--- config.mk ---
export PLATFORM = sky130hd
export DESIGN_NAME = ds2
export DESIGN_NICKNAME = d
export VERILOG_FILES = /design/src/rtl/ds2.sv
export SDC_FILE = /design/constraint.sdc
export NUM_CORES = 1
export LEC_CHECK = 0
export ABC_AREA = 1
export BUFFER_PORTS_ARGS = -buffer_cell sky130_fd_sc_hd__buf_2
export CAP_MARGIN = 5
export CORE_UTILIZATION = 30
export CTS_BUF_LIST = sky130_fd_sc_hd__clkbuf_4 sky130_fd_sc_hd__clkbuf_8
export CTS_CLUSTER_DIAMETER = 200
export CTS_CLUSTER_SIZE = 40
export DETAILED_ROUTE_END_ITERATION = 10
export PLACE_DENSITY = 0.65
export SLEW_MARGIN = 25
export SYNTH_ARGS = -nofsm -noshare
export SYNTH_HDL_FRONTEND = slang
export SYNTH_SLANG_ARGS = --single-unit
export TNS_END_PERCENT = 5
--- constraint.sdc ---
create_clock -name clk -period 1.6 [get_ports clk]
set_clock_uncertainty 0.05 [all_clocks]
set_input_delay 0.32 -clock clk [delete_from_list [all_inputs] [get_ports clk]]
set_output_delay 0.32 -clock clk [all_outputs]
set_load 0.02 [all_outputs]
--- src/rtl/ds2.sv ---
// ds2: two-input word selector for the CPU datapath, with a one-cycle
// registered copy of the selection and a change-detect pulse.
module ds2 #(
  parameter int WIDTH = 32
) (
  input  logic             clk,
  input  logic             rst_n,
  input  logic [WIDTH-1:0] data1,
  input  logic [WIDTH-1:0] data2,
  input  logic             select,
  output logic [WIDTH-1:0] out,
  output logic [WIDTH-1:0] out_q,
  output logic             sel_q,
  output logic             chg
);

  logic [WIDTH-1:0] w_out;
  logic [WIDTH-1:0] r_out_q;
  logic             r_sel_q;
  logic             r_chg;

  // Unknown select falls into the else branch, so data1 is the default.
  always_comb begin
    w_out = data1;
    if (select == 1'b1) begin
      w_out = data2;
    end else begin
      w_out = data1;
    end
  end

  // Registered copy of the selection; chg flags a new value landing in out_q.
  always_ff @(posedge clk) begin
    if (!rst_n) begin
      r_out_q <= {WIDTH{1'b0}};
      r_sel_q <= 1'b0;
      r_chg   <= 1'b0;
    end else begin
      r_out_q <= w_out;
      r_sel_q <= select;
      r_chg   <= (w_out != r_out_q);
    end
  end

  assign out   = w_out;
  assign out_q = r_out_q;
  assign sel_q = r_sel_q;
  assign chg   = r_chg;

endmodule

==> summary.md <==
| Metric | Value |
|---|---|
| Status | completed |
| Switching Fraction | 34.44% |
| Number of enable flip-flop cells after synthesis | 0 |
| Synth area leader | dfxtp_1 |
| Part of the Yosys area used for sequential elements | 32.02% |
| Die height | 86.18 um |
| Avg WL per Cell | 10.11 um |
| Synth top area share | between 30% and 40% |
| Dpl ws | -0.09631 ns |
| Flop pwr share | just under 40% |
| Initial antenna violation count | 0 |
| Vias per inst | 4.214 |
| DRT antenna net count | 0 |
| Placement-stage cell area | roughly 0.0030 sq mm |
| Largest net degree at the start of global routing | 34 |
| Post-synthesis cell count | a little under 400 |
| Pint | roughly 1.6 mW |
| Met1 track demand over resource | 20.34% |
| Vias | 2680 |
| Crit path arrival time | 1.16 ns |
| Critical Path Sink Type | primary output |
| Share of cells above drive strength 1 | between 30 and 40% |
| Yosys reg bits | 34 |
| Buffer and inverter count on the worst path | 5 |
| Post-synth cell types | 12 |
| Setup Fix Bufs, Post-CTS | 0 |
| H-tree levels | 2 |
| Max-cap check violation count | 0 |
| Clock sinks | 34 |
| Crit path cell chain | clkbuf_4 -> buf_4 -> nand2_1 -> nand2_1 -> buf_4 -> inv_1 -> buf_2 |
| Post-synth top cells | nand2_1, inv_1, nor2_1, dfxtp_1, nand3_1 |
| Placer Congestion | roughly 0.77 |
| Final worst slack | 0.06566 ns |
| Final period util | between 90% and 100% |
| Row count | 30 |
| Worst Setup Start Kind | primary input |
| Layout area overhead | 49.38% |
| Wire length of the first global-routing pass | 10.18 mm |
| Minimum hold slack | 0.1969 ns |
| Slew Limit Fails | 0 |
| Maximum clock frequency | ~0.65 GHz |
| Mean post-synth cell area | 5.479 sq um |
| Worst hold path class | primary input to flop |
| DRC viols | 0 |
| Final core occ | a little under half |
| Worst-Margin Slew | 0.1661 ns |
| Grt ovf | 0 |
| N_diodes | 0 |
| Worst EP required | 1.23 ns |
| Port bufs | 132 |
| DRT iter0 DRCs | 73 |
| Vias in the first global route | between 2000 and 2500 |
| Starting Density | 31.12% |
| I/O pin count | 133 |
| Die footprint | 0.007427 sq mm |
| Slew HR | 88.92% |
| Mapped Nets | ~460 |
| CTS tree | yes |
| Yosys warning total | 0 |
| Crit. Startpoint | select |
| Die W | 86.18 um |
| Power Density | 764.3 mW/mm^2 |
| Final hold vios | 0 |
| Net switching power of the design | between 0.8 and 0.9 mW |
| Final setup fails | 0 |
| Crit-path slowest cell | buf_4 |
| Post-Syn Area | 0.002126 sq mm |
| Fraction of registers with async set/reset | 0% |
| Max FO, Critical Path | 12 |
| Crit Path Category | primary input to primary output |
| Cts hold-fix bufs | 0 |
| Maximum VDD drop | 0.0004036 V |
| Comb power frac | roughly a third |
| Leak | between 2 and 2.5 nW |
| Final min period | 1.534 ns |
| Reg2Reg Launch Point | out_q[24]$_SDFF_PN0_ |
| Hpwl dp | 4.966 mm |
| Final cell area excluding filler cells | 0.003176 sq mm |
| Primary FF master, synth | dfxtp_1 |
| Core area | 0.006832 sq mm |
| CTS root buffer | clkbuf_8 |
| Maximum clock insertion buffer count | 2 |
| GRT met3 Usage | 4.857% |
| Most numerous cell in the Yosys netlist | nand2_1 |
| Most Crowded Layer GR | met2 |
| DR pass1 iterations | 4 |
| All-Layer GR Usage | 17.11% |
| CP delay by family, top | buffers and inverters |
| CTS clock-pin slew for the worst setup and hold paths | roughly 0.07 ns |
| Routed WL | around 6.4 mm |
| Total CTS buffers | 5 |
| Min-delay src | rst_n |
| Grt met2 use | 30.45% |
| Clk_lat worst skew | 0.28 ns |
| Nets | approximately 610 |
| Synth top area cells | dfxtp_1, nand2_1, inv_1 |
| Crit-path max cell delay | 0.19 ns |
| Clk pwr share | 28.2% |
-- layout make-up --
type,instances,area (sq um)
tap,96,120.1
sequential,34,680.7
clock inverter,1,5.005
multi-input combinational,267,1102
timing repair buffer,154,883.3
fill,781,3656
inverter,77,294.0
clock buffer,7,90.09
-- what timing repair did --
action,4_1_cts,5_1_grt
endpoints found under the hold margin,0,0
setup endpoints to repair,0,6
gates resized for setup,0,7
-- tightest hold or removal path: stages --
cell and delay (ns):
buf_2 0.10, nand2_1 0.05, inv_1 0.04
-- flip-flops by register name (all words and copies together) (netlist names) --
name	cells
out_q	32
chg	1
sel_q	1
-- metrics by stage --
stage	instances	setup TNS, ns	total power [mW]
floorplan	388	0	1.429
detailed placement	627	-0.09631	1.750
CTS	635	0	2.452
global placement	627	-0.08240	1.739
global route	636	-0.003726	2.596
finish	636	0	2.427
-- cell families (layout without fill, tap and decap cells) --
group | after synthesis | in the layout | synth area share (%)
buf+inv | 87 | 239 | 16.13
flops | 34 | 34 | 32.02
compound gates | 12 | 12 | 2.825
simple gates | 255 | 255 | 49.03
-- power by group through the flow --
| stage | Clock [mW] | Combinational (mW) | Sequential, mW |
|---|---|---|---|
| final | 0.685 | 0.799 | 0.943 |
| after global routing | 0.754 | 0.893 | 0.949 |
| after CTS | 0.717 | 0.791 | 0.943 |
| after detailed placement | 0 | 0.788 | 0.963 |
| after global placement | 0 | 0.779 | 0.960 |
| after floorplan | 0 | 0.401 | 1.03 |
-- path summary, 6_finish.rpt --
path                       to  slack (ns)  depth (start not counted)
min          sel_q$_SDFF_PN0_        0.20                          3
max                    out[6]        0.07                          7
min reg2reg    chg$_SDFF_PN0_        0.71                          8
max reg2reg    chg$_SDFF_PN0_        0.44                          8
-- metal layers --
metal	routed length [um]	part of all wire, %
met1	2879	45
met2	3081	48
met3	424	6.6
met4	46	0.72
met5	0	0
-- layout by cell type (no fill, tap or decap), drive strengths merged --
master / instances
dfxtp: 34
nand3b: 16
clkbuf: 9
nand2: 177
inv: 77
nor2: 42
a21oi: 12
buf: 152
nand3: 20
clkinv: 1
Note: power is estimated with default switching activity, not from simulation.
